**config.mk**
```make
export PLATFORM = sky130hd
export DESIGN_NAME = cordic_iter_engine_flat
export DESIGN_NICKNAME = d
export VERILOG_FILES = /design/src/rtl/cordic_iter_engine_if.sv /design/src/rtl/cordic_iter_engine.sv /design/src/flat_wrapper.sv
export SDC_FILE = /design/constraint.sdc
export NUM_CORES = 1
export LEC_CHECK = 0
export CELL_PAD_IN_SITES_DETAIL_PLACEMENT = 0
export CELL_PAD_IN_SITES_GLOBAL_PLACEMENT = 1
export CORE_MARGIN = 2
export CORE_UTILIZATION = 40
export CTS_CLUSTER_DIAMETER = 40
export DETAILED_ROUTE_END_ITERATION = 8
export PLACE_DENSITY_LB_ADDON = 0.1
export SLEW_MARGIN = 20
export SYNTH_ARGS = -nofsm -noshare
export SYNTH_HDL_FRONTEND = slang
export SYNTH_SLANG_ARGS = --single-unit
```
**constraint.sdc**
```tcl
create_clock -name clk -period 7.4 [get_ports clk]
set_input_delay 0.74 -clock clk [delete_from_list [all_inputs] [get_ports clk]]
set_output_delay 0.74 -clock clk [all_outputs]
set_load 0.03 [all_outputs]
```
**src/rtl/cordic_iter_engine_if.sv**
```systemverilog
// Operand-request and result-delivery channels of the CORDIC iteration engine.
// Signal suffixes are from the engine's point of view.
interface cordic_iter_engine_if #(
    parameter int W = 16
);
    logic                start_valid_i;
    logic                start_ready_o;
    logic [1:0]          coordinate_system_i;
    logic                mode_i;
    logic signed [W-1:0] x_in_i;
    logic signed [W-1:0] y_in_i;
    logic signed [W-1:0] z_in_i;
    logic                res_valid_o;
    logic                res_ready_i;
    logic signed [W-1:0] x_out_o;
    logic signed [W-1:0] y_out_o;
    logic signed [W-1:0] z_out_o;
    logic                busy_o;

    modport master (
        output start_valid_i, coordinate_system_i, mode_i, x_in_i, y_in_i, z_in_i, res_ready_i,
        input  start_ready_o, res_valid_o, x_out_o, y_out_o, z_out_o, busy_o
    );

    modport slave (
        input  start_valid_i, coordinate_system_i, mode_i, x_in_i, y_in_i, z_in_i, res_ready_i,
        output start_ready_o, res_valid_o, x_out_o, y_out_o, z_out_o, busy_o
    );
endinterface

```
**src/rtl/cordic_iter_engine.sv**
```systemverilog
// Iterative CORDIC engine: one shift-add micro-rotation per clock in circular,
// linear or hyperbolic coordinates, rotation or vectoring mode.
module cordic_iter_engine #(
    parameter int W    = 16,
    parameter int ITER = 16
) (
    input  logic                clk,
    input  logic                rst,
    cordic_iter_engine_if.slave bus
);
    localparam int          WI   = W + 2;
    localparam int unsigned F    = W - 3;
    localparam int unsigned SH_L = (F > 16) ? F - 16 : 0;
    localparam int unsigned SH_R = (F < 16) ? 16 - F : 0;
    localparam logic [5:0]  LAST = 6'(ITER - 1);

    localparam logic [1:0] S_IDLE = 2'd0;
    localparam logic [1:0] S_RUN  = 2'd1;
    localparam logic [1:0] S_DONE = 2'd2;

    localparam logic signed [WI-1:0] MAXV = {3'b000, {(W-1){1'b1}}};
    localparam logic signed [WI-1:0] MINV = {3'b111, {(W-1){1'b0}}};

    logic [1:0]           state_q, state_d;
    logic signed [WI-1:0] x_q, x_d, y_q, y_d, z_q, z_d;
    logic [5:0]           k_q, k_d, cnt_q, cnt_d;
    logic                 rep_q, rep_d;
    logic [1:0]           cs_q, cs_d;
    logic                 mode_q, mode_d;

    logic signed [WI-1:0] xs, ys, e;
    logic                 d_pos, rep_k;

    // Circular/hyperbolic angles in 2^-16 rad; beyond the table they equal 2^-k.
    function automatic logic [31:0] rom16(input logic [5:0] k, input logic hyp);
        logic [31:0] c;
        int unsigned kk;
        kk = 32'(k);
        if (kk <= 16)      c = 32'd1 << (16 - kk);
        else if (kk == 17) c = 32'd1;
        else               c = '0;
        if (hyp) begin
            case (k)
                6'd0: c = '0;
                6'd1: c = 32'd35999;
                6'd2: c = 32'd16739;
                6'd3: c = 32'd8235;
                6'd4: c = 32'd4101;
                6'd5: c = 32'd2049;
                default: ;
            endcase
        end else begin
            case (k)
                6'd0: c = 32'd51472;
                6'd1: c = 32'd30386;
                6'd2: c = 32'd16055;
                6'd3: c = 32'd8150;
                6'd4: c = 32'd4091;
                6'd5: c = 32'd2047;
                default: ;
            endcase
        end
        return c;
    endfunction

    function automatic logic signed [WI-1:0] elem(input logic [5:0] k, input logic [1:0] cs);
        logic [31:0] t;
        int unsigned kk;
        kk = 32'(k);
        if (cs == 2'b01) begin
            if (kk <= F)          t = 32'd1 << (F - kk);
            else if (kk == F + 1) t = 32'd1;
            else                  t = '0;
        end else begin
            t = rom16(k, cs[1]) << SH_L;
            t = (t + ((32'd1 << SH_R) >> 1)) >> SH_R;
        end
        return WI'(t);
    endfunction

    function automatic logic signed [W-1:0] sat(input logic signed [WI-1:0] v);
        if (v > MAXV)      return {1'b0, {(W-1){1'b1}}};
        else if (v < MINV) return {1'b1, {(W-1){1'b0}}};
        else               return v[W-1:0];
    endfunction

    always_comb begin
        xs    = x_q >>> k_q;
        ys    = y_q >>> k_q;
        e     = elem(k_q, cs_q);
        d_pos = mode_q ? y_q[WI-1] : ~z_q[WI-1];
        rep_k = (k_q == 6'd4) || (k_q == 6'd13) || (k_q == 6'd40);
    end

    always_comb begin
        state_d = state_q;
        x_d     = x_q;
        y_d     = y_q;
        z_d     = z_q;
        k_d     = k_q;
        cnt_d   = cnt_q;
        rep_d   = rep_q;
        cs_d    = cs_q;
        mode_d  = mode_q;
        case (state_q)
            S_IDLE: begin
                if (bus.start_valid_i) begin
                    x_d     = {{2{bus.x_in_i[W-1]}}, bus.x_in_i};
                    y_d     = {{2{bus.y_in_i[W-1]}}, bus.y_in_i};
                    z_d     = {{2{bus.z_in_i[W-1]}}, bus.z_in_i};
                    cs_d    = bus.coordinate_system_i;
                    mode_d  = bus.mode_i;
                    cnt_d   = '0;
                    rep_d   = 1'b0;
                    k_d     = bus.coordinate_system_i[1] ? 6'd1 : 6'd0;
                    state_d = S_RUN;
                end
            end
            S_RUN: begin
                if (cs_q == 2'b00)   x_d = d_pos ? x_q - ys : x_q + ys;
                else if (cs_q[1])    x_d = d_pos ? x_q + ys : x_q - ys;
                y_d   = d_pos ? y_q + xs : y_q - xs;
                z_d   = d_pos ? z_q - e : z_q + e;
                cnt_d = cnt_q + 6'd1;
                // Hyperbolic k = 4, 13, 40 run twice; rep_q marks the second pass.
                if (cs_q[1] && rep_k && !rep_q) begin
                    rep_d = 1'b1;
                end else begin
                    rep_d = 1'b0;
                    k_d   = k_q + 6'd1;
                end
                if (cnt_q == LAST) state_d = S_DONE;
            end
            S_DONE: begin
                if (bus.res_ready_i) state_d = S_IDLE;
            end
            default: state_d = S_IDLE;
        endcase
    end

    always_ff @(posedge clk) begin
        if (rst) begin
            state_q <= S_IDLE;
            x_q     <= '0;
            y_q     <= '0;
            z_q     <= '0;
            k_q     <= '0;
            cnt_q   <= '0;
            rep_q   <= 1'b0;
            cs_q    <= '0;
            mode_q  <= 1'b0;
        end else begin
            state_q <= state_d;
            x_q     <= x_d;
            y_q     <= y_d;
            z_q     <= z_d;
            k_q     <= k_d;
            cnt_q   <= cnt_d;
            rep_q   <= rep_d;
            cs_q    <= cs_d;
            mode_q  <= mode_d;
        end
    end

    assign bus.start_ready_o = (state_q == S_IDLE) && !rst;
    assign bus.res_valid_o   = (state_q == S_DONE) && !rst;
    assign bus.busy_o        = ((state_q == S_RUN) || (state_q == S_DONE)) && !rst;
    assign bus.x_out_o       = sat(x_q);
    assign bus.y_out_o       = sat(y_q);
    assign bus.z_out_o       = sat(z_q);
endmodule

```
**src/flat_wrapper.sv**
```systemverilog
// flat-port wrapper written by rule: the top's interface ports become plain ports
module cordic_iter_engine_flat 
#(
    parameter int W    = 16,
    parameter int ITER = 16
)
  (clk, rst, bus_start_valid_i, bus_coordinate_system_i, bus_mode_i, bus_x_in_i, bus_y_in_i, bus_z_in_i, bus_res_ready_i, bus_start_ready_o, bus_res_valid_o, bus_x_out_o, bus_y_out_o, bus_z_out_o, bus_busy_o);
  cordic_iter_engine_if #(.W(W)) bus_i ();
  input  logic clk;
  input  logic rst;
  input wire logic [$bits(bus_i.start_valid_i)-1:0] bus_start_valid_i;
  input wire logic [$bits(bus_i.coordinate_system_i)-1:0] bus_coordinate_system_i;
  input wire logic [$bits(bus_i.mode_i)-1:0] bus_mode_i;
  input wire logic [$bits(bus_i.x_in_i)-1:0] bus_x_in_i;
  input wire logic [$bits(bus_i.y_in_i)-1:0] bus_y_in_i;
  input wire logic [$bits(bus_i.z_in_i)-1:0] bus_z_in_i;
  input wire logic [$bits(bus_i.res_ready_i)-1:0] bus_res_ready_i;
  output wire logic [$bits(bus_i.start_ready_o)-1:0] bus_start_ready_o;
  output wire logic [$bits(bus_i.res_valid_o)-1:0] bus_res_valid_o;
  output wire logic [$bits(bus_i.x_out_o)-1:0] bus_x_out_o;
  output wire logic [$bits(bus_i.y_out_o)-1:0] bus_y_out_o;
  output wire logic [$bits(bus_i.z_out_o)-1:0] bus_z_out_o;
  output wire logic [$bits(bus_i.busy_o)-1:0] bus_busy_o;
  assign bus_i.start_valid_i = bus_start_valid_i;
  assign bus_i.coordinate_system_i = bus_coordinate_system_i;
  assign bus_i.mode_i = bus_mode_i;
  assign bus_i.x_in_i = bus_x_in_i;
  assign bus_i.y_in_i = bus_y_in_i;
  assign bus_i.z_in_i = bus_z_in_i;
  assign bus_i.res_ready_i = bus_res_ready_i;
  assign bus_start_ready_o = bus_i.start_ready_o;
  assign bus_res_valid_o = bus_i.res_valid_o;
  assign bus_x_out_o = bus_i.x_out_o;
  assign bus_y_out_o = bus_i.y_out_o;
  assign bus_z_out_o = bus_i.z_out_o;
  assign bus_busy_o = bus_i.busy_o;
  cordic_iter_engine #(.W(W), .ITER(ITER)) u_core (.clk(clk), .rst(rst), .bus(bus_i));
endmodule
```
== Yosys cells after proc, flatten, opt, wreduce, memory -nomap -nowiden ==
Cells that the tools add are included.

* Register bits after elaboration: 72
* Input bits: 55
* Output and inout bits: 51
* Logic and storage cells: 111

* $add $sub $neg: 11
* Magnitude comparators: 8
* Equality and inequality tests: 18
* Shift operators: 4
* Mux-type cells: 41
* Bitwise gates (word level): 1
* Reduce and logical (&&, ||, !) cells: 19

{| class="wikitable"
|+ Operators by type and width
! kind !! number
|-
| one-hot mux 21 bit (6 select lines) || 2
|-
| 2-to-1 mux 18 bit || 11
|-
| one-hot mux 18 bit (2 select lines) || 3
|-
| 2-to-1 mux 16 bit || 6
|-
| 2-to-1 mux 21 bit || 3
|-
| adder 18 bit || 3
|-
| greater-than comparator 18 x 16 -> 1 bit, second input constant || 3
|-
| < comparator 18 x 16 -> 1 bit, second input constant || 3
|-
| subtractor 18 bit || 3
|-
| >>> shifter 18 x 6 -> 18 bit || 2
|-
| left shift 1 x 32 -> 18 bit, first input constant || 1
|-
| left shift 1 x 32 -> 21 bit, first input constant || 1
|-
| one-hot mux 6 bit (2 select lines) || 2
|-
| adder 21 x 3 -> 21 bit, second input constant || 1
|-
| == test 6 x 4 -> 1 bit, second input constant || 3
|-
| 2-to-1 mux 6 bit || 3
|-
| adder 6 x 1 -> 6 bit, second input constant || 2
|-
| == test 6 x 2 -> 1 bit, second input constant || 2
|-
| == test 6 x 3 -> 1 bit, second input constant || 2
|-
| AND reduction 3 bit || 3
|-
| subtractor 4 x 6 -> 7 bit, first input constant || 1
|-
| subtractor 5 x 6 -> 7 bit, first input constant || 1
|-
| == test 6 x 1 -> 1 bit, second input constant || 1
|-
| == test 6 x 5 -> 1 bit, second input constant || 1
|-
| other kinds (20) || 39
|}

== Longest topological paths before layout ==
Gate-level depths: netlist of the first run.

* Word-level depth: 11
* Mapped depth: 30
* Depth with buffers taken out: 26

== Worst setup path after synthesis of the first run ==
Ideal clock, no wire load.

* Path type: register to register
* Start point: register u_core.k_q[2]
* End point: register u_core.z_q[13]
* Library setup time: 0.086 ns
* Data arrival time: 6.182 ns
* Data required time: 7.314 ns
* Path slack: 1.133 ns
* Stages on the path, launching flop included: 30
* Path buffers: 5
* Clock period less this slack: 6.267 ns
* Cells stage by stage: dfxtp_1 -> buf_6 -> buf_2 -> inv_1 -> buf_1 -> clkbuf_1 -> clkbuf_1 -> ha_1 -> nand2b_1 -> nand4_1 -> a21oi_1 -> a21oi_1 -> a21oi_1 -> ha_1 -> or3_1 -> a31oi_4 -> ha_1 -> o21ai_0 -> ha_1 -> nor2b_1 -> o21ai_0 -> a21boi_0 -> o41ai_1 -> o21ai_0 -> o41ai_1 -> o21bai_1 -> a21oi_1 -> xnor2_1 -> mux2i_1 -> a211oi_1

* Cells in the longest elaborated chain, start to end: 11
* Elaborated cells on any way between the ends: 28
* Classes of those cells: add/sub: 5; order compare: 2; eq/ne: 7; shift: 2; mux: 11; reduce/logical: 1

{| class="wikitable"
|+ RTL lines
! what !! line !! text
|-
| start: declaration || cordic_iter_engine.sv:26 || <nowiki>logic [5:0] k_q, k_d, cnt_q, cnt_d;</nowiki>
|-
| start signal: assignment || cordic_iter_engine.sv:157 || <nowiki>k_q <= k_d;</nowiki>
|-
| subtractor 5 x 6 -> 7 bit or == test 6 x 5 -> 1 bit (tied branches) || cordic_iter_engine.sv:39, cordic_iter_engine.sv:40 ||
|-
| left shift 1 x 32 -> 21 bit or 2-to-1 mux 1 bit (tied branches) || cordic_iter_engine.sv:39, cordic_iter_engine.sv:40 ||
|-
| 2-to-1 mux 21 bit || cordic_iter_engine.sv:39 || <nowiki>if (kk <= 16) c = 32'd1 << (16 - kk);</nowiki>
|-
| one-hot mux 21 bit (6 select lines), on equally long branches || cordic_iter_engine.sv:53, cordic_iter_engine.sv:43 ||
|-
| 2-to-1 mux 21 bit || cordic_iter_engine.sv:42 || <nowiki>if (hyp) begin</nowiki>
|-
| 2-to-1 mux 21 bit || cordic_iter_engine.sv:70 || <nowiki>if (cs == 2'b01) begin</nowiki>
|-
| adder 21 x 3 -> 21 bit || cordic_iter_engine.sv:76 || <nowiki>t = (t + ((32'd1 << SH_R) >> 1)) >> SH_R;</nowiki>
|-
| 2-to-1 mux 18 bit * || cordic_iter_engine.sv:70 ||
|-
| adder 18 bit or subtractor 18 bit (tied branches) || cordic_iter_engine.sv:123 || <nowiki>z_d = d_pos ? z_q - e : z_q + e;</nowiki>
|-
| 2-to-1 mux 18 bit * || cordic_iter_engine.sv:123 ||
|-
| one-hot mux 18 bit (2 select lines) * || cordic_iter_engine.sv:105 || <nowiki>case (state_q)</nowiki>
|-
| end signal: assignment || cordic_iter_engine.sv:156 || <nowiki>z_q <= z_d;</nowiki>
|-
| end: declaration || cordic_iter_engine.sv:25 || <nowiki>logic signed [WI-1:0] x_q, x_d, y_q, y_d, z_q, z_d;</nowiki>
|}

Every way passes the cells marked *; elsewhere a longest branch is shown, timed or not. The select of a mux whose other input is x is not followed.
A chain may end at the register's enable or synchronous reset.

== Final worst setup path of the first run ==
* Start point: register u_core.k_q[0]
* End point: register u_core.z_q[17]

The elaborated chain is that of the path after synthesis.

==> results of run 1 <==
per-stage QoR:
step	utilization, %	cells	area (µm²)	worst slack (ns)	hold slack, ns
6_report	47.3	1848	12000	0.897	0.482
5_1_grt	47.3	1848	12000	0.440	0.510
4_1_cts	47.3	1848	12000	0.976	0.486
2_1_floorplan	-	1467	10400	1.13	0.450
3_5_place_dp	46.2	1832	11700	1.04	0.475
3_3_place_gp	46.2	1832	11700	1.07	0.469
cell usage in the layout (no fill, tap or decap), types with 7 or more instances in the layout:
| master | netlist | layout |
|---|---|---|
| nand4_1 | 8 | 8 |
| mux2i_1 | 49 | 49 |
| a21o_1 | 17 | 17 |
| o211ai_1 | 9 | 9 |
| nor3_1 | 27 | 27 |
| a21oi_1 | 135 | 134 |
| nand3_1 | 20 | 20 |
| clkbuf_16 | 0 | 9 |
| o31ai_1 | 9 | 9 |
| o21ai_0 | 64 | 64 |
| nor2b_1 | 19 | 19 |
| inv_1 | 58 | 58 |
| clkdlybuf4s50_1 | 0 | 104 |
| nor2_1 | 305 | 305 |
| or2_2 | 10 | 10 |
| buf_4 | 1 | 28 |
| o41ai_1 | 8 | 8 |
| nand2b_1 | 15 | 15 |
| o21a_1 | 9 | 9 |
| mux2_2 | 7 | 7 |
| xnor2_1 | 63 | 62 |
| a211oi_1 | 49 | 49 |
| xor2_1 | 24 | 24 |
| nand2_1 | 104 | 104 |
| and2_1 | 8 | 8 |
| mux4_2 | 27 | 27 |
| and3_1 | 7 | 7 |
| a31oi_1 | 21 | 21 |
| ha_1 | 84 | 83 |
| or3_1 | 13 | 13 |
| nor4_1 | 11 | 11 |
| dfxtp_1 | 72 | 70 |
| o22ai_1 | 7 | 7 |
| o21bai_1 | 11 | 11 |
cell type report:
class,count,share of cell area (%)
tap,330,3.44
clock buffer,12,2.14
sequential,72,12.0
multi-input combinational,1235,69.6
inverter,61,1.91
timing repair buffer,134,10.6
clock inverter,4,0.230
routing by layer:
| layer | vias up | share of wire [%] | GRT usage [%] | routed length [µm] |
|---|---|---|---|---|
| li1 | 5331 | - | - | - |
| met3 | 54 | 5.4 | 4.00 | 1950 |
| met4 | 0 | 2.6 | 7.83 | 934 |
| met1 | 5068 | 46 | 36.3 | 16700 |
| met5 | - | 0 | 0 | 0 |
| met2 | 333 | 46 | 44.2 | 16700 |
logic make-up (layout without fill, tap and decap cells):
family,Yosys count,after routing
xor+xnor,87,87
fa+ha+maj,88,88
mux,83,83
simple gates,574,574
compound gates,403,403
flops,72,72
buf+inv,160,211
worst max-delay path by stage:
stage	from	slack, ns	cells after the start	endpoint
floorplan	u_core.k_q[2]$_SDFFE_PP0P_	1.13	29	u_core.z_q[13]$_SDFFE_PP0P_
global placement	u_core.k_q[1]$_SDFFE_PP0P_	1.07	23	u_core.z_q[17]$_SDFFE_PP0P_
detailed placement	u_core.k_q[1]$_SDFFE_PP0P_	1.04	24	u_core.z_q[17]$_SDFFE_PP0P_
CTS	u_core.k_q[1]$_SDFFE_PP0P_	0.98	24	u_core.z_q[17]$_SDFFE_PP0P_
global route	u_core.k_q[1]$_SDFFE_PP0P_	0.44	24	u_core.z_q[17]$_SDFFE_PP0P_
finish	u_core.k_q[0]$_SDFFE_PP0P_	0.90	23	u_core.z_q[17]$_SDFFE_PP0P_
flip-flops by register name, summed over array words and instances, names as in the netlist:
signal and flops:
u_core.z_q 18, u_core.cnt_q 6, u_core.y_q 18, u_core.cs_q 2, u_core.rep_q 1, u_core.state_q 2
u_core.k_q 6, u_core.x_q 18, u_core.mode_q 1
critical path, cell delays in order (launching register included):
cell,delay (ns)
dfxtp_2,0.43
inv_2,0.15
ha_1,0.34
nor2_1,0.44
nor2_1,0.14
o31ai_1,0.36
a21oi_1,0.12
ha_1,0.29
or3_1,0.43
a31oi_4,0.24
ha_1,0.26
o21ai_0,0.34
ha_1,0.31
nor2b_1,0.13
o21ai_0,0.21
a21boi_0,0.19
o41ai_1,0.43
o21ai_0,0.22
o41ai_1,0.55
o211ai_1,0.24
a31oi_1,0.27
nor4_1,0.07
mux2i_1,0.16
nand2_1,0.06
==> metrics.md, run 1 <==
| Metric | Value |
|---|---|
| I/O pin total | `106` |
| Number of setup buffers added after CTS | `0` |
| Mapped Cells | `1,467` |
| Die Y | `165 µm` |
| Count leader, synth | `nor2_1` |
| Drt initial violations | `672` |
| CTS Buf Count | `9` |
| R2r endpoint | `u_core.z_q[17]$_SDFFE_PP0P_` |
| Post-synthesis register bit count | `72` |
| R2R depth | `23` |
| Critical path fanouts, max | `11` |
| Effective utilization at floorplan | `41.0%` |
| Worst-case hold path end point | `u_core.z_q[2]$_SDFFE_PP0P_` |
| YS warnings | `0` |
| Commonest cells in the netlist | `305 x nor2_1, 135 x a21oi_1, 104 x nand2_1` |
| DR WL/cell | `19.6 µm` |
| Grt ovf | `0` |
| Vias in the first global route | `10,200` |
| Post-cts sizing count | `0` |
| Synth Area in Adders | `10.9%` |
| Final Skew | `0.0168 ns` |
| Post-synthesis cell type count | `89` |
| Share of the synthesized area in the top cell type | `13.9%` |
| Synth async-reset ratio | `0%` |
| Final nets | `1,656` |
| Latest clock arrival within the worst-skew pair | `0.35 ns` |
| Largest family of logic cells by synthesized area | `compound AO/OA/AOI/OAI gates` |
| Simple-gate share of the synthesized area | `25.0%` |
| Synth Area in Compound Gates | `25.4%` |
| Crit path arrival time | `6.74 ns` |
| Share of cells above drive strength 1 | `8.04%` |
| CTS tree | `yes` |
| # hold bufs at CTS | `0` |
| Synth area leader | `dfxtp_1` |
| Rows | `58` |
| Root Buffer | `clkbuf_16` |
| Initial antenna violation count | `0` |
| Final slew viol count | `0` |
| Multiplexer share of the synthesized area | `11.3%` |
| Worst setup EP type | `register` |
| Fill cells | `2,599` |
| Synth-to-Final Area Change | `15.5%` |
| Die area | `27,200 µm²` |
| Depth of the CTS H-tree | `3` |
| I/O Buffers | `105` |
| Syn_area_per_cell | `7.07 µm²` |
| Crit path time final | `6.50 ns` |
| Setup TNS | `0 ns` |
| Synth area leaders | `dfxtp_1 14%, nor2_1 11%, ha_1 10%, a21oi_1 6.5%, mux4_2 5.9%` |
| DRT Pass-1 Iters | `5` |
| Syn nets | `1,610` |
| # setup viols final | `0` |
| # DRC | `0` |
| Hold path depth | `2` |
| R2r setup slk | `0.90 ns` |
| Max-slew headroom | `30.9%` |
| Die width | `165 µm` |
| First-pass GRT wire length | `56.9 mm` |
| Largest net degree at the start of global routing | `68` |
| Max frequency | `154 MHz` |
| Core ar. | `25,300 µm²` |
| Class of the most critical setup path | `register to register` |
| Period utilisation layout | `87.9%` |
| DR vias/cell | `5.84` |
| HP Class | `register to register` |
| Register area share after synthesis | `13.9%` |
| HPWL after DPL | `27.0 mm` |
| DR vias | `10,800` |
| Post-DRT Antenna Nets | `0` |
| Min-delay src | `u_core.z_q[2]$_SDFFE_PP0P_` |
| EDFF count, synth | `0` |
| Multi-input combinational cell area | `8340 µm²` |
| Clock buffer depth | `2` |
| # Max-Cap Violations | `0` |
| Reg2reg start | `u_core.k_q[0]$_SDFFE_PP0P_` |
| Post-synth top flop | `dfxtp_1` |
| Total Wirelength | `36.3 mm` |
| Inserted Diodes | `0` |
| Worst-margin pin slew | `1.03 ns` |
| Clk sinks | `72` |
| GRT Overall Usage | `26.8%` |
| CTS clk-pin slew, worst paths | `0.07 ns` |
| RSZ-0062 raised after global routing | `false` |
| Type of origin of the critical path | `register` |
| Register Area | `1440 µm²` |
| Xor/xnor cell area share of the yosys netlist | `7.34%` |
| Mapped cell area | `10,400 µm²` |
| Outcome | `finished, final reports clean` |
| Worst EP required | `7.64 ns` |
| Final hold vios | `0` |
| Gpl congestion | `0.917` |
Power of run 1 is not shown: default switching activity piles up to over one toggle a cycle in this logic, so the estimate is an artifact.
==> run 2, diff against run 1 <==
Settings changed: CELL_PAD_IN_SITES_DETAIL_PLACEMENT 0 to 1, CELL_PAD_IN_SITES_GLOBAL_PLACEMENT 1 to 2, CORE_UTILIZATION 40 to 34.
==> metrics.md, run 2 (synthesized netlist as in run 1, its figures left out) <==
| Metric | Value |
|---|---|
| # setup viols final | `0 (unchanged)` |
| Fill cells | `3,721 (+43%)` |
| R2r setup slk | `0.80 ns (-0.10 ns)` |
| Worst-case hold path end point | `u_core.z_q[2]$_SDFFE_PP0P_` |
| Placed inst area | `11,800 µm² (+0.45%)` |
| Min-delay src | `u_core.z_q[2]$_SDFFE_PP0P_` |
| HPWL after DPL | `29.6 mm (+9.7%)` |
| Worst-margin pin slew | `1.13 ns (+0.0970 ns)` |
| Regs by FF count | `u_core.x_q: 18 flops, u_core.y_q: 18 flops, u_core.z_q: 18 flops` |
| Post-Place Worst Slack | `0.749 ns (-0.287 ns)` |
| Gpl congestion | `0.899 (-2.0%)` |
| Effective utilization at floorplan | `34.7% (-6.2 points)` |
| Hold path depth | `2 (unchanged)` |
| Met3 Track Usage GR | `2.61% (-1.4 points)` |
| Die Y | `179 µm (+8.3%)` |
| Max frequency | `151 MHz (-1.5%)` |
| Post-route cell area | `12,000 µm² (+0.44%)` |
| Total Wirelength | `39.1 mm (+7.8%)` |
| Depth of the CTS H-tree | `3 (unchanged)` |
| Root Buffer | `clkbuf_16` |
| Crit path time final | `6.60 ns (+0.0999 ns)` |
| Crit path arrival time | `6.85 ns (+0.11 ns)` |
| Met2 usage | `42.0% (-2.2 points)` |
| Inserted Diodes | `0 (unchanged)` |
| Latest clock arrival within the worst-skew pair | `0.36 ns (about the same)` |
| Setup TNS | `0 ns (unchanged)` |
| Largest net degree at the start of global routing | `46 (-32%)` |
| Register Area | `1440 µm² (unchanged)` |
| Final slew viol count | `0 (unchanged)` |
| Class of the most critical setup path | `register to register` |
| Worst EP required | `7.64 ns (about the same)` |
| Drt initial violations | `597 (-11%)` |
| Rows | `63 (+8.6%)` |
| Final worst slack | `0.797 ns (-0.0999 ns)` |
| Initial antenna violation count | `0 (unchanged)` |
| Post-DRT Antenna Nets | `0 (unchanged)` |
| Max-slew headroom | `24.7% (-6.2 points)` |
| I/O pin total | `106 (unchanged)` |
| Cells after DPL | `1,890 (+3.2%)` |
| Post-cts sizing count | `0 (unchanged)` |
| Synth-to-Final Area Change | `16.0%` |
| Die width | `179 µm (+8.3%)` |
| Clk sinks | `72 (unchanged)` |
| Grt ovf | `0 (unchanged)` |
| Type of origin of the critical path | `register` |
| Reg2reg start | `u_core.k_q[1]$_SDFFE_PP0P_` |
| Die area | `31,900 µm² (+17%)` |
| Non-filler cells, final | `1,905 (+3.1%)` |
| DR WL/cell | `20.5 µm (+4.5%)` |
| I/O Buffers | `105 (unchanged)` |
| Vias in the first global route | `10,700 (+5.1%)` |
| Period utilisation layout | `89.2% (+1.4 points)` |
| CTS tree | `yes` |
| # Max-Cap Violations | `0 (unchanged)` |
| Share of cells above drive strength 1 | `8.05% (+0.016 points)` |
| Multi-input combinational cell area | `8350 µm² (about the same)` |
| Final nets | `1,654 (-0.12%)` |
| Most frequent cells in the layout | `303 x nor2_1, 134 x a21oi_1, 104 x nand2_1, 104 x clkdlybuf4s50_1, 83 x ha_1` |
| Final Skew | `0.00723 ns (-0.00960 ns)` |
| Gr busiest metal | `met2` |
| Worst setup EP type | `register` |
| First-pass GRT wire length | `61.5 mm (+8.2%)` |
| R2R depth | `24 (+4.3%)` |
| Number of setup buffers added after CTS | `0 (unchanged)` |
| DR vias | `10,800 (+0.29%)` |
| R2r endpoint | `u_core.z_q[17]$_SDFFE_PP0P_` |
| Critical path fanouts, max | `11 (unchanged)` |
| Final hold vios | `0 (unchanged)` |
| # hold bufs at CTS | `0 (unchanged)` |
| CTS clk-pin slew, worst paths | `0.06 ns (about the same)` |
| Commonest non-fill, non-tap cell in the layout | `nor2_1` |
| DRT Pass-1 Iters | `5 (unchanged)` |
| # DRC | `0 (unchanged)` |
| GRT Overall Usage | `24.8% (-2.0 points)` |
| Core ar. | `29,900 µm² (+18%)` |
| DR vias/cell | `5.68 (-2.7%)` |
| RSZ-0062 raised after global routing | `false` |
| Clock buffer depth | `2 (unchanged)` |
| Met1 usage | `33.4% (-2.9 points)` |
| Outcome | `finished, final reports clean` |
| CTS Buf Count | `9 (unchanged)` |
| HP Class | `register to register` |
==> run 2: worst max-delay path by stage <==
stage / start / to / slack (ns) / cells after the start
after global routing: u_core.k_q[1]$_SDFFE_PP0P_ / u_core.z_q[17]$_SDFFE_PP0P_ / 0.04 / 24
after CTS: u_core.k_q[1]$_SDFFE_PP0P_ / u_core.z_q[17]$_SDFFE_PP0P_ / 0.73 / 24
after floorplan: u_core.k_q[2]$_SDFFE_PP0P_ / u_core.z_q[13]$_SDFFE_PP0P_ / 1.13 / 29
after global placement: u_core.k_q[1]$_SDFFE_PP0P_ / u_core.z_q[17]$_SDFFE_PP0P_ / 0.98 / 24
after detailed placement: u_core.k_q[1]$_SDFFE_PP0P_ / u_core.z_q[17]$_SDFFE_PP0P_ / 0.75 / 24
final: u_core.k_q[1]$_SDFFE_PP0P_ / u_core.z_q[17]$_SDFFE_PP0P_ / 0.80 / 24
==> run 2: stage by stage <==
stage                     util, %  hold slack, ns
final                        40.3           0.497
after global routing         40.3           0.511
after CTS                    40.3           0.497
after detailed placement     39.3           0.483
after global placement       39.3           0.478
after floorplan                 -           0.450
==> run 2: final cells by class <==
class                      count  area share (%)
clock buffer                  11            2.10
timing repair buffer         132            10.4
sequential                    72            12.0
inverter                      61            1.90
tap                          390            4.05
multi-input combinational   1235            69.3
clock inverter                 4           0.239
==> run 2: critical path: stages (launching register included) <==
cell      delay, ns
dfxtp_2        0.42
clkinv_1       0.35
ha_1           0.44
buf_4          0.22
nor2_1         0.22
o22ai_2        0.18
a21oi_1        0.16
a21oi_1        0.06
ha_1           0.30
or3_1          0.43
a31oi_4        0.23
ha_1           0.26
o21ai_0        0.41
ha_1           0.32
nor2b_1        0.12
o21ai_0        0.19
a21boi_0       0.19
o41ai_1        0.38
o21ai_0        0.21
o41ai_1        0.60
o211ai_1       0.26
a31oi_1        0.25
nor4_1         0.06
mux2i_1        0.17
nand2_1        0.06
==> run 2: layer usage <==
metal / vias to the layer above / wire (µm) / share of wire, %
li1: 5318 / - / -
met1: 5237 / 18300 / 47
met2: 224 / 18600 / 48
met3: 38 / 1300 / 3.3
met4: 0 / 850 / 2.2
met5: - / 0 / 0
Power of run 2 is left out for the same reason.
==> run 3, diff against run 2 <==
--- a/config.mk
+++ b/config.mk
@@ -12,5 +12,5 @@
 export CTS_CLUSTER_DIAMETER = 40
 export DETAILED_ROUTE_END_ITERATION = 8
-export PLACE_DENSITY_LB_ADDON = 0.1
+export PLACE_DENSITY = 0.87
 export SLEW_MARGIN = 20
 export SYNTH_ARGS = -nofsm -noshare
==> constraint.sdc (replaced) <==
create_clock -name clk -period 7.4 [get_ports clk]
set_input_delay 0.74 -clock clk [delete_from_list [all_inputs] [get_ports clk]]
set_output_delay 0.74 -clock clk [all_outputs]
set_load 0.005 [all_outputs]
==> metrics.md, run 3 (synthesized netlist as in run 1, its figures left out) <==
| Metric | Value |
|---|---|
| Worst EP required | `7.66 ns (+0.02 ns)` |
| CP Launch Point | `u_core.k_q[1]$_SDFFE_PP0P_` |
| Most frequent cells in the layout | `304 x nor2_1, 134 x a21oi_1, 104 x nand2_1, 104 x clkdlybuf4s50_1, 83 x ha_1` |
| DRT Pass-1 Iters | `4 (-1)` |
| Die width | `179 µm (unchanged)` |
| Min-delay src | `u_core.rep_q$_SDFFE_PP0P_` |
| Crit path arrival time | `6.83 ns (-0.02 ns)` |
| Initial antenna violation count | `0 (unchanged)` |
| CTS clk-pin slew, worst paths | `0.07 ns (about the same)` |
| DR vias/cell | `5.82 (+2.5%)` |
| Critical path fanouts, max | `19 (+8)` |
| GRT Overall Usage | `24.5% (-0.29 points)` |
| Final Skew | `0.0141 ns (+0.00684 ns)` |
| CTS Buf Count | `9 (unchanged)` |
| Total Wirelength | `38.7 mm (-1.1%)` |
| Post-DRT Antenna Nets | `0 (unchanged)` |
| Regs by FF count | `u_core.x_q: 18 flops, u_core.y_q: 18 flops, u_core.z_q: 18 flops` |
| Period utilisation layout | `88.8% (-0.38 points)` |
| Final slew viol count | `0 (unchanged)` |
| CTS tree | `yes` |
| Grt ovf | `0 (unchanged)` |
| Final hold vios | `0 (unchanged)` |
| Crit path time final | `6.57 ns (-0.0278 ns)` |
| RSZ-0062 raised after global routing | `false` |
| Type of origin of the critical path | `register` |
| R2R depth | `24 (unchanged)` |
| Outcome | `finished, final reports clean` |
| Final nets | `1,654 (unchanged)` |
| Drt initial violations | `616 (+3.2%)` |
| Share of cells above drive strength 1 | `7.98% (-0.071 points)` |
| Number of setup buffers added after CTS | `0 (unchanged)` |
| # Max-Cap Violations | `0 (unchanged)` |
| Core ar. | `29,900 µm² (unchanged)` |
| Class of the most critical setup path | `register to register` |
| HP Class | `register to register` |
| Vias in the first global route | `11,100 (+4.0%)` |
| Effective utilization at floorplan | `34.7% (unchanged)` |
| Rows | `63 (unchanged)` |
| First-pass GRT wire length | `61.3 mm (-0.37%)` |
| Clk sinks | `72 (unchanged)` |
| # DRC | `0 (unchanged)` |
| Clock buffer depth | `2 (unchanged)` |
| Synth-to-Final Area Change | `15.9% (about the same)` |
| VDD IR max | `0.000215 V` |
| Latest clock arrival within the worst-skew pair | `0.36 ns (about the same)` |
| Commonest non-fill, non-tap cell in the layout | `nor2_1` |
| P per Cell Area | `599 nW/µm²` |
| Placed inst area | `11,700 µm² (about the same)` |
| # setup viols final | `0 (unchanged)` |
| Worst-margin pin slew | `1.02 ns (-0.109 ns)` |
| Gpl congestion | `0.958 (+6.6%)` |
| Worst setup EP type | `register` |
| Largest net degree at the start of global routing | `66 (+43%)` |
| Die area | `31,900 µm² (unchanged)` |
| Max-slew headroom | `31.7% (+7.0 points)` |
| Depth of the CTS H-tree | `3 (unchanged)` |
| Pleak | `4.83 nW` |
| HPWL after DPL | `28.9 mm (-2.5%)` |
| I/O pin total | `106 (unchanged)` |
| Hold path depth | `2 (unchanged)` |
| I/O Buffers | `105 (unchanged)` |
| Root Buffer | `clkbuf_16` |
| Max frequency | `152 MHz (+0.42%)` |
| Reg2reg start | `u_core.k_q[1]$_SDFFE_PP0P_` |
| Die Y | `179 µm (unchanged)` |
| DR WL/cell | `20.3 µm (-1.1%)` |
| Setup TNS | `0 ns (unchanged)` |
| Inserted Diodes | `0 (unchanged)` |
| Post-route cell area | `12,000 µm² (about the same)` |
| DR vias | `11,100 (+2.5%)` |
## run 3: changes by cell type in the layout (fill, tap and decap cells not counted), sizes merged
cell and delta:
clkbuf -1, clkinvlp +1, clkinv +1
## run 3: final cells by class
type	count	area, µm²
multi-input cells	1235	8350
well taps	390	488
inverters	61	229
fillers	3731	17800
flip-flops and latches	72	1440
repair buffers	132	1250
clock buffers	10	229
clock inverters	6	45.0
## run 3: worst paths after layout
kind	end	slack, ns
hold reg to reg	u_core.rep_q$_SDFFE_PP0P_	0.50
setup / recovery	u_core.z_q[17]$_SDFFE_PP0P_	0.83
hold / removal	u_core.rep_q$_SDFFE_PP0P_	0.50
setup reg to reg	u_core.z_q[17]$_SDFFE_PP0P_	0.83
## run 3: layer usage
| layer | GRT usage (%) | share of wire, % | wire (µm) |
|---|---|---|---|
| met2 | 40.9 | 47 | 18300 |
| met4 | 9.59 | 3.2 | 1220 |
| met3 | 3.20 | 4.0 | 1530 |
| met5 | 0 | 0 | 0 |
| met1 | 32.0 | 46 | 17600 |
## run 3: repair_timing
action / 4_1_cts / 5_1_grt
hold buffers: 0 / 0
resized for setup: 0 / 1
setup endpoints to repair: 0 / 2
## run 3: power by group
part,switching [mW],internal (mW),leakage [nW],total [mW]
clock,0.220,0.229,0.125,0.450
combinational,3.31,2.61,4.11,5.92
sequential,0.301,0.536,0.595,0.837
total,3.83,3.37,4.83,7.20
## run 3: worst max-delay path, cell delays in order, from the launching register on
cell	delay [ns]
dfxtp_2	0.45
clkinv_1	0.33
ha_1	0.54
xor2_1	0.40
nand4_1	0.13
a21oi_1	0.24
nand3_1	0.12
o211ai_1	0.11
ha_1	0.29
o21ai_0	0.20
a31oi_4	0.28
ha_1	0.26
o21ai_0	0.35
ha_1	0.31
nor2b_1	0.12
o21ai_0	0.19
a21boi_0	0.20
o41ai_1	0.46
o21ai_0	0.27
o41ai_2	0.42
o211ai_1	0.22
a31oi_1	0.27
nor4_1	0.07
mux2i_1	0.16
nand2_1	0.06
## run 3: through the flow
stage | power [mW] | hold slack (ns) | setup WS (ns) | util (%) | instances
global route | 7.93 | 0.529 | 0.176 | 40.3 | 1906
CTS | 7.20 | 0.496 | 0.687 | 40.2 | 1906
floorplan | 4.93 | 0.450 | 1.13 | - | 1467
detailed placement | 6.70 | 0.484 | 0.736 | 39.3 | 1890
finish | 7.20 | 0.497 | 0.825 | 40.3 | 1906
global placement | 6.57 | 0.473 | 0.996 | 39.3 | 1890
No activity file was read; power rests on OpenSTA's default activity.
